--- src/rtl/dbus_arb_interconnect.sv ---
// Data-bus interconnect: round-robin arbitration of NUM_MASTERS masters onto
// NUM_SLAVES tag-decoded slaves, one transaction in flight, decode-miss and timeout errors.
//   state  | meaning
//   IDLE   | no owner, arbitrating pending requests
//   GRANT  | owner granted, waiting for its bstart (or breq drop)
//   ACTIVE | slave selected, waiting for its bdone or timeout
//   RESP   | bdone cycle to owner; release grant, advance pointer
module dbus_arb_interconnect #(
  parameter int NUM_MASTERS = 2,
  parameter int NUM_SLAVES  = 3,
  parameter int DATA_W      = 32,
  parameter int ADDR_W      = 32,
  parameter int TAG_MSB     = 31,
  parameter int TAG_LSB     = 28,
  parameter logic [NUM_SLAVES*(TAG_MSB-TAG_LSB+1)-1:0] SLAVE_TAGS = {4'h2, 4'h1, 4'hF},
  parameter int TIMEOUT     = 255
) (
  input  logic                          clk,
  input  logic                          rst_n,
  input  logic [NUM_MASTERS-1:0]        m_breq,
  output logic [NUM_MASTERS-1:0]        m_bgnt,
  input  logic [NUM_MASTERS-1:0]        m_bstart,
  input  logic [NUM_MASTERS*ADDR_W-1:0] m_addr,
  input  logic [NUM_MASTERS*DATA_W-1:0] m_wdata,
  input  logic [NUM_MASTERS*2-1:0]      m_tsize,
  input  logic [NUM_MASTERS-1:0]        m_ttype,
  output logic [DATA_W-1:0]             m_rdata,
  output logic [NUM_MASTERS-1:0]        m_bdone,
  output logic [NUM_MASTERS-1:0]        m_berror,
  output logic [NUM_SLAVES-1:0]         s_ss,
  output logic                          s_bstart,
  output logic [ADDR_W-1:0]             s_addr,
  output logic [DATA_W-1:0]             s_wdata,
  output logic [1:0]                    s_tsize,
  output logic                          s_ttype,
  input  logic [NUM_SLAVES*DATA_W-1:0]  s_rdata,
  input  logic [NUM_SLAVES-1:0]         s_bdone,
  input  logic [NUM_SLAVES-1:0]         s_berror
);
  localparam int TW  = TAG_MSB - TAG_LSB + 1;
  localparam int MIW = (NUM_MASTERS > 1) ? $clog2(NUM_MASTERS) : 1;
  localparam int SIW = (NUM_SLAVES > 1) ? $clog2(NUM_SLAVES) : 1;

  typedef enum logic [1:0] {IDLE, GRANT, ACTIVE, RESP} state_t;

  state_t           state;
  logic [MIW-1:0]   rr_ptr, owner;
  logic [SIW-1:0]   sel;
  logic [7:0]       to_cnt;

  logic             arb_found;
  logic [MIW-1:0]   arb_idx;
  logic             own_breq, own_bstart, own_ttype;
  logic [ADDR_W-1:0] own_addr;
  logic [DATA_W-1:0] own_wdata;
  logic [1:0]       own_tsize;
  logic [TW-1:0]    own_tag;
  logic             dec_hit;
  logic [SIW-1:0]   dec_idx;
  logic             sl_bdone, sl_berror;
  logic [DATA_W-1:0] sl_rdata;
  logic [NUM_MASTERS-1:0] owner_oh;

  // Round robin: first pass looks at or after the pointer, second pass wraps.
  always_comb begin
    arb_found = 1'b0;
    arb_idx   = '0;
    for (int i = 0; i < NUM_MASTERS; i++) begin
      if (!arb_found && m_breq[i] && (MIW'(i) >= rr_ptr)) begin
        arb_found = 1'b1;
        arb_idx   = MIW'(i);
      end
    end
    for (int i = 0; i < NUM_MASTERS; i++) begin
      if (!arb_found && m_breq[i]) begin
        arb_found = 1'b1;
        arb_idx   = MIW'(i);
      end
    end
  end

  always_comb begin
    own_breq   = 1'b0;
    own_bstart = 1'b0;
    own_addr   = '0;
    own_wdata  = '0;
    own_tsize  = '0;
    own_ttype  = 1'b0;
    for (int i = 0; i < NUM_MASTERS; i++) begin
      if (owner == MIW'(i)) begin
        own_breq   = m_breq[i];
        own_bstart = m_bstart[i];
        own_addr   = m_addr[i*ADDR_W +: ADDR_W];
        own_wdata  = m_wdata[i*DATA_W +: DATA_W];
        own_tsize  = m_tsize[i*2 +: 2];
        own_ttype  = m_ttype[i];
      end
    end
  end

  assign own_tag  = own_addr[TAG_MSB:TAG_LSB];
  assign owner_oh = NUM_MASTERS'(1) << owner;

  // Descending scan so the lowest matching slot wins on duplicate tags.
  always_comb begin
    dec_hit = 1'b0;
    dec_idx = '0;
    for (int i = NUM_SLAVES - 1; i >= 0; i--) begin
      if (own_tag == SLAVE_TAGS[i*TW +: TW]) begin
        dec_hit = 1'b1;
        dec_idx = SIW'(i);
      end
    end
  end

  always_comb begin
    sl_bdone  = 1'b0;
    sl_berror = 1'b0;
    sl_rdata  = '0;
    for (int i = 0; i < NUM_SLAVES; i++) begin
      if (sel == SIW'(i)) begin
        sl_bdone  = s_bdone[i];
        sl_berror = s_berror[i];
        sl_rdata  = s_rdata[i*DATA_W +: DATA_W];
      end
    end
  end

  always_ff @(posedge clk or negedge rst_n) begin
    if (!rst_n) begin
      state    <= IDLE;
      rr_ptr   <= '0;
      owner    <= '0;
      sel      <= '0;
      to_cnt   <= '0;
      m_bgnt   <= '0;
      m_bdone  <= '0;
      m_berror <= '0;
      m_rdata  <= '0;
      s_ss     <= '0;
      s_bstart <= 1'b0;
      s_addr   <= '0;
      s_wdata  <= '0;
      s_tsize  <= '0;
      s_ttype  <= 1'b0;
    end else begin
      m_bdone  <= '0;
      m_berror <= '0;
      s_bstart <= 1'b0;
      case (state)
        IDLE: begin
          if (arb_found) begin
            owner  <= arb_idx;
            m_bgnt <= NUM_MASTERS'(1) << arb_idx;
            state  <= GRANT;
          end
        end
        GRANT: begin
          if (!own_breq) begin
            m_bgnt <= '0;
            state  <= IDLE;
          end else if (own_bstart) begin
            if (dec_hit) begin
              sel      <= dec_idx;
              s_ss     <= NUM_SLAVES'(1) << dec_idx;
              s_bstart <= 1'b1;
              s_addr   <= own_addr;
              s_wdata  <= own_wdata;
              s_tsize  <= own_tsize;
              s_ttype  <= own_ttype;
              to_cnt   <= '0;
              state    <= ACTIVE;
            end else begin
              m_bdone  <= owner_oh;
              m_berror <= owner_oh;
              m_rdata  <= '0;
              state    <= RESP;
            end
          end
        end
        ACTIVE: begin
          if (sl_bdone) begin
            m_bdone  <= owner_oh;
            m_berror <= sl_berror ? owner_oh : '0;
            m_rdata  <= sl_rdata;
            s_ss     <= '0;
            state    <= RESP;
          end else if (to_cnt == 8'(TIMEOUT - 1)) begin
            m_bdone  <= owner_oh;
            m_berror <= owner_oh;
            m_rdata  <= '0;
            s_ss     <= '0;
            state    <= RESP;
          end else begin
            to_cnt <= to_cnt + 8'd1;
          end
        end
        RESP: begin
          m_bgnt <= '0;
          rr_ptr <= (owner == MIW'(NUM_MASTERS - 1)) ? '0 : owner + 1'b1;
          to_cnt <= '0;
          state  <= IDLE;
        end
        default: state <= IDLE;
      endcase
    end
  end
endmodule

--- config.mk ---
export PLATFORM = sky130hd
export DESIGN_NAME = dbus_arb_interconnect
export DESIGN_NICKNAME = d
export VERILOG_FILES = /design/src/rtl/dbus_arb_interconnect.sv
export SDC_FILE = /design/constraint.sdc
export NUM_CORES = 1
export LEC_CHECK = 0
export ABC_AREA = 1
export CORE_AREA = 2 2 137 139
export CTS_BUF_LIST = sky130_fd_sc_hd__clkbuf_8
export DETAILED_ROUTE_END_ITERATION = 7
export DIE_AREA = 0 0 139 141
export GPL_ROUTABILITY_DRIVEN = 1
export PLACE_DENSITY = 0.89
export SYNTH_ARGS = -nofsm -noshare
export SYNTH_HDL_FRONTEND = slang
export SYNTH_SLANG_ARGS = --single-unit
--- constraint.sdc ---
create_clock -name clk -period 2.3 [get_ports clk]
set_clock_uncertainty 0.05 [all_clocks]
set_input_delay 0.46 -clock clk [delete_from_list [all_inputs] [get_ports clk]]
set_output_delay 0.46 -clock clk [all_outputs]
set_load 0.05 [all_outputs]
==> After elaboration in Yosys (flattened, before gate mapping) <==
Cells that the tools add are included.
{ "classes": {"n_eq_ne": 19, "n_mux": 70, "n_reduce_logical": 20, "shifts": 3, "order_cmp": 2, "addsub": 2} }
{ "ops": {"columns": ["cell", "count"], "rows": [
  ["32-bit two-way mux", 10],
  ["32-bit one-hot mux with 2 select lines", 1],
  ["8-bit two-way mux", 5],
  ["2-bit two-way mux", 18],
  ["1-bit two-way mux", 25],
  ["8-bit one-hot mux with 3 select lines", 1],
  ["2-bit inequality test (second input constant)", 8],
  ["3-bit two-way mux", 5],
  ["5-bit AND reduction", 2],
  ["8-bit by 1-bit adder with 8-bit output (second input constant)", 1],
  ["8-bit equality test (second input constant)", 1],
  ["2-bit one-hot mux with 2 select lines", 2],
  ["2-bit one-hot mux with 4 select lines", 1],
  ["2-bit equality test (second input constant)", 3],
  ["3-bit inequality test (second input constant)", 2],
  ["2-bit one-hot mux with 3 select lines", 1],
  ["3-bit one-hot mux with 2 select lines", 1],
  ["3-bit AND reduction", 2],
  ["6-bit AND reduction", 1],
  ["3-bit nonzero test", 2],
  ["1-bit logical AND", 5],
  ["2-bit by 1-bit equality test with 1-bit output (second input constant)", 2],
  ["4-bit by 1-bit equality test with 1-bit output (second input constant)", 1],
  ["4-bit by 2-bit equality test with 1-bit output (second input constant)", 1],
  ["10 further kinds", 15]
]} }
{ "word_totals": {"output_inout_bits": 109, "inputBits": 242, "ff_bits": 123, "elab_cells": 131} }

==> Depth between registers and ports, before layout <==
{ "logic_depth": {"word_depth": 16, "ltp_mapped": 13, "mapped_depth_nobuf": 11} }

==> Worst setup path after synthesis <==
No wires, ideal clock.
{ "synth_path": {"kind": "reg-to-reg", "startpoint": "register state[0]", "endpoint": "register to_cnt[3]", "required_time_ns": 2.185, "t_arrival_ns": 1.602, "period_less_slack_ns": 1.717, "path_buffers": 0, "setup_time_ns": 0.065, "path_stages_with_launch": 9, "slack_ns": 0.583, "cell_sequence": "dfrtp_1 inv_1 ha_1 clkinv_1 o21ai_2 nor2_4 nand2_2 nand2_1 nand2_1"} }
{ "synth_via": {"elab_chain_len": 3, "elab_cells_between_ends": 11, "classes_between": "eq/ne: 8; mux: 1; reduce/logical: 2"} }
{ "synth_rtl": {"columns": ["item", "line_no", "source"], "rows": [
  ["start: declaration", "46", "state_t state;"],
  ["start signal: assignment", "131", "state <= IDLE;"],
  ["start signal: assignment", "155", "state <= GRANT;"],
  ["start signal: assignment", "161", "state <= IDLE;"],
  ["2-bit equality test / 2-bit by 1-bit equality test with 1-bit output (equally long branches)", "150", "case (state)"],
  ["2-bit inequality test (no source line) / 3-bit nonzero test (equally long branches)", null, null],
  ["6-bit AND reduction (no source line)", null, null],
  ["end signal: assignment", "195", "to_cnt <= to_cnt + 8'd1;"],
  ["end: declaration", "49", "logic [7:0] to_cnt;"]
]} }
Parallel ways exist; a longest one is shown, timed or not.
A chain may end at the register's enable or synchronous reset.

==> Worst setup path after layout <==
{ "layout_path": {"startpoint": "register s_addr[29]", "endpoint": "output s_addr[29]"} }
{ "layout_rtl": {"columns": ["item", "line_no", "source"], "rows": [
  ["start: declaration", "32", "output logic [ADDR_W-1:0] s_addr,"],
  ["start signal: assignment", "167", "s_addr <= own_addr;"]
]} }
No word-level cell between the ends.

==> results.yml <==
status:
  status: "finished, final reports clean"
critical_path:
  crit_fanout: 2
  end_kind: "output pin"
  worst_ep_required_time_ps: 1790
  path_buf_inv: 1
  critPathMaxStageDelay_ps: 900
  worstPathArrival_ps: 1690
  critPathTopFamily: "buffers and inverters"
  worstSetupPathType: "flip-flop to output pin"
  crit_slowest_cell: "clkdlybuf4s50_1"
  startpoint_type: "flip-flop"
  path_cells: "clkdlybuf4s50_1"
timing:
  setup_tns_ps: 0
  finalHoldViolCount: 0
  max_slew_margin: 0.579
  finalSetupViolCount: 0
  slew_violations: 0
  finalCritPeriodShare: 0.955
  rsz0062_at_grt: "no"
  worst_slack_ps: 103
  period_needed_ps: 2200
  tightestPinTransition_ps: 630
  max_clock_freq_ghz: 0.455
  hold_slack_ps: 422
cells_and_area:
  diodes: 0
  fillers: 1581
  regArea_mm2: 0.00308
  area_growth_pct: 59.4
  drive_above_1_share: 0.0623
  final_util: 0.614
  nets: 1619
  multi_input_area_mm2: 0.00349
grt:
  grt_pass1_vias: 7785
  grt_overflow_total: 0
  grt_max_degree: 63
  antenna_found_initial: 0
  grt_util_all_layers: 0.243
  grt_pass1_wl_um: 38200
power:
  p_per_area_mw_per_mm2: 1120
  p_switching_mw: 6.28
  p_leak_nw: 5.62
  vdd_ir_drop_max_mv: 0.648
  clock_power_share: 0.162
  pwr-share-seq: 0.251
  cellInternalPower_mw: 6.28
  swShare: 0.500
  combPwrFrac: 0.588
logic_synthesis:
  synthCells: 1034
  ys_seq_elements: 123
  synth_area_mm2: 0.00703
  yosys.cell_types.count: 32
  ys_seq_area_frac: 0.438
  synth_warnings: 0
  synth_fp_nets: 1284
  syn_area_per_cell_um2: 6.80
drt:
  postRouteAntennaNets: 0
  viasPerCell: 4.90
  first_pass_iters: 7
  dr_wl_met3_um: 2150
  drtIter0Drc: 397
  topRoutingLayerUsed: "met4"
  drt-met1-wl_um: 9280
  via_count: 7906
  drcViolationCount: 0
  drt-total-wl_um: 24100
  wl_per_cell_um: 14.9
  dr_wl_met2_um: 11700
placed_design:
  hpwlAfterDp_um: 18600
  dp_slack_ps: 57.4
  place.port_buffers: 350
  routabilityCongestion: 0.875
die:
  placementRows: 50
  ios: 351
  initial_core_util: 0.385
  fp.dieW_um: 139
  core_mm2: 0.0183
  die_area_mm2: 0.0196
  die_h_um: 141
clocking:
  cts_buffers: 17
  cts_tree: "built"
  ctsHtreeMaxLevel: 4
  clk_latency_ps: 440
  cts.sinks: 123
  cts_max_path_buffers: 2
  clkTransAtPathRegs_ps: 70
  root_buffer: "clkbuf_8"
  cts_resized: 0
worst_hold_path:
  min_path_type: "flip-flop to flip-flop"
flow_run:
  drv_cap: 0
==> area by class of cell <==
| class | count | area share |
|---|---|---|
| flip-flops and latches | 123 | 0.275 |
| clock buffers | 18 | 0.0221 |
| inverters | 33 | 0.0115 |
| clock inverters | 13 | 0.0152 |
| repair buffers | 376 | 0.339 |
| multi-input cells | 818 | 0.311 |
| well taps | 234 | 0.0261 |
==> sequential cells by signal, indices dropped and copies added (netlist names), named ones only <==
name and count:
m_bdone 2, m_berror 2, m_bgnt 2, m_rdata 32, owner 1, rr_ptr 1
s_addr 32, s_bstart 1, s_ss 3, s_tsize 2, s_ttype 1, s_wdata 32
sel 2, state 1, to_cnt 8
==> tightest hold or removal path: stages, from the launching register on <==
cell and delay, ps:
dfrtp_1 350, nand2_1 50, nand2_1 40
==> final timing paths <==
| path | from | to | slack [ps] | depth (start not counted) |
|---|---|---|---|---|
| worst max-delay path | s_addr[29]$_DFFE_PN0P_ | s_addr[29] | 100 | 1 |
| worst min-delay path | m_rdata[0]$_DFFE_PN0P_ | m_rdata[0]$_DFFE_PN0P_ | 420 | 2 |
| worst max register to register | owner$_DFFE_PN0P_ | s_wdata[29]$_DFFE_PN0P_ | 280 | 12 |
| worst min register to register | m_rdata[0]$_DFFE_PN0P_ | m_rdata[0]$_DFFE_PN0P_ | 420 | 2 |
| max in group asynchronous | rst_n | s_wdata[16]$_DFFE_PN0P_ | 1090 | 3 |
| min in group asynchronous | rst_n | m_rdata[13]$_DFFE_PN0P_ | 470 | 2 |
==> stage by stage <==
stage	total power [mW]	instances	cell area, um^2
floorplan	7.91	1034	7030
global placement	10.4	1583	10800
detailed placement	10.5	1583	10800
CTS	12.6	1615	11200
global route	13.3	1615	11200
finish	12.6	1615	11200
==> placed cells by master, fill, tap and decap left out, drive strengths merged <==
cell type        n
dlygate4sd3      1
a21oi           38
nor3             7
a31oi            1
clkinv           7
dfrtp          123
clkbuf          18
buf             27
inv             33
clkdlybuf4s50  348
nor2            58
bufinv           3
nand2          563
xnor2            2
o211ai           1
xor2             2
nand4            3
nand3          118
o21ai           15
nand3b           1
ha               8
o21bai           1
clkinvlp         3
==> power groups by stage <==
stage | clock network, mW | logic [mW] | registers, mW
floorplan | 0 | 2.95 | 4.96
global placement | 0 | 7.24 | 3.15
detailed placement | 0 | 7.38 | 3.17
CTS | 2.09 | 7.40 | 3.14
global route | 2.17 | 7.96 | 3.22
finish | 2.03 | 7.38 | 3.15
==> cell usage after synthesis <==
cell type / n / area [um^2]
nand2_1: 556 / 2090
dfrtp_1: 123 / 3080
nand3_1: 116 / 581
nor2_1: 51 / 191
a21oi_1: 38 / 190
inv_1: 26 / 97.6
clkbuf_1: 22 / 82.6
buf_2: 17 / 85.1
buf_6: 10 / 113
buf_1: 8 / 30.0
ha_1: 8 / 100
nor3_1: 7 / 35.0
o21ai_0: 7 / 35.0
nand2_2: 6 / 37.5
nor2_2: 5 / 31.3
o21ai_2: 5 / 43.8
inv_2: 4 / 15.0
buf_4: 3 / 22.5
nand4_1: 3 / 18.8
o21ai_1: 3 / 15.0
inv_4: 2 / 12.5
nor2_4: 2 / 22.5
xnor2_1: 2 / 17.5
xor2_1: 2 / 17.5
a31oi_1: 1 / 6.26
clkinv_1: 1 / 3.75
nand2_4: 1 / 11.3
nand3_2: 1 / 10.0
nand3_4: 1 / 17.5
nand3b_1: 1 / 7.51
o211ai_1: 1 / 7.51
o21bai_1: 1 / 7.51
==> layer usage <==
metal  global-route usage  up-vias
met5                    0        -
met2                0.413      351
li1                     -     3903
met1                0.275     3596
met3               0.0832       56
met4                0.117        0
==> timing repair <==
| item | in CTS | in global routing |
|---|---|---|
| hold endpoints to repair | 43 | 0 |
| buffers inserted | 0 | 0 |
| hold buffers | 1 | 0 |
==> cells by family after synthesis <==
| logic type | after synthesis | synth area share |
|---|---|---|
| buf+inv | 93 | 0.0657 |
| compound gates | 56 | 0.0434 |
| simple gates | 750 | 0.434 |
| fa+ha+maj | 8 | 0.0142 |
| flops | 123 | 0.438 |
| xor+xnor | 4 | 0.00498 |
No activity file was read; power rests on OpenSTA's default activity.
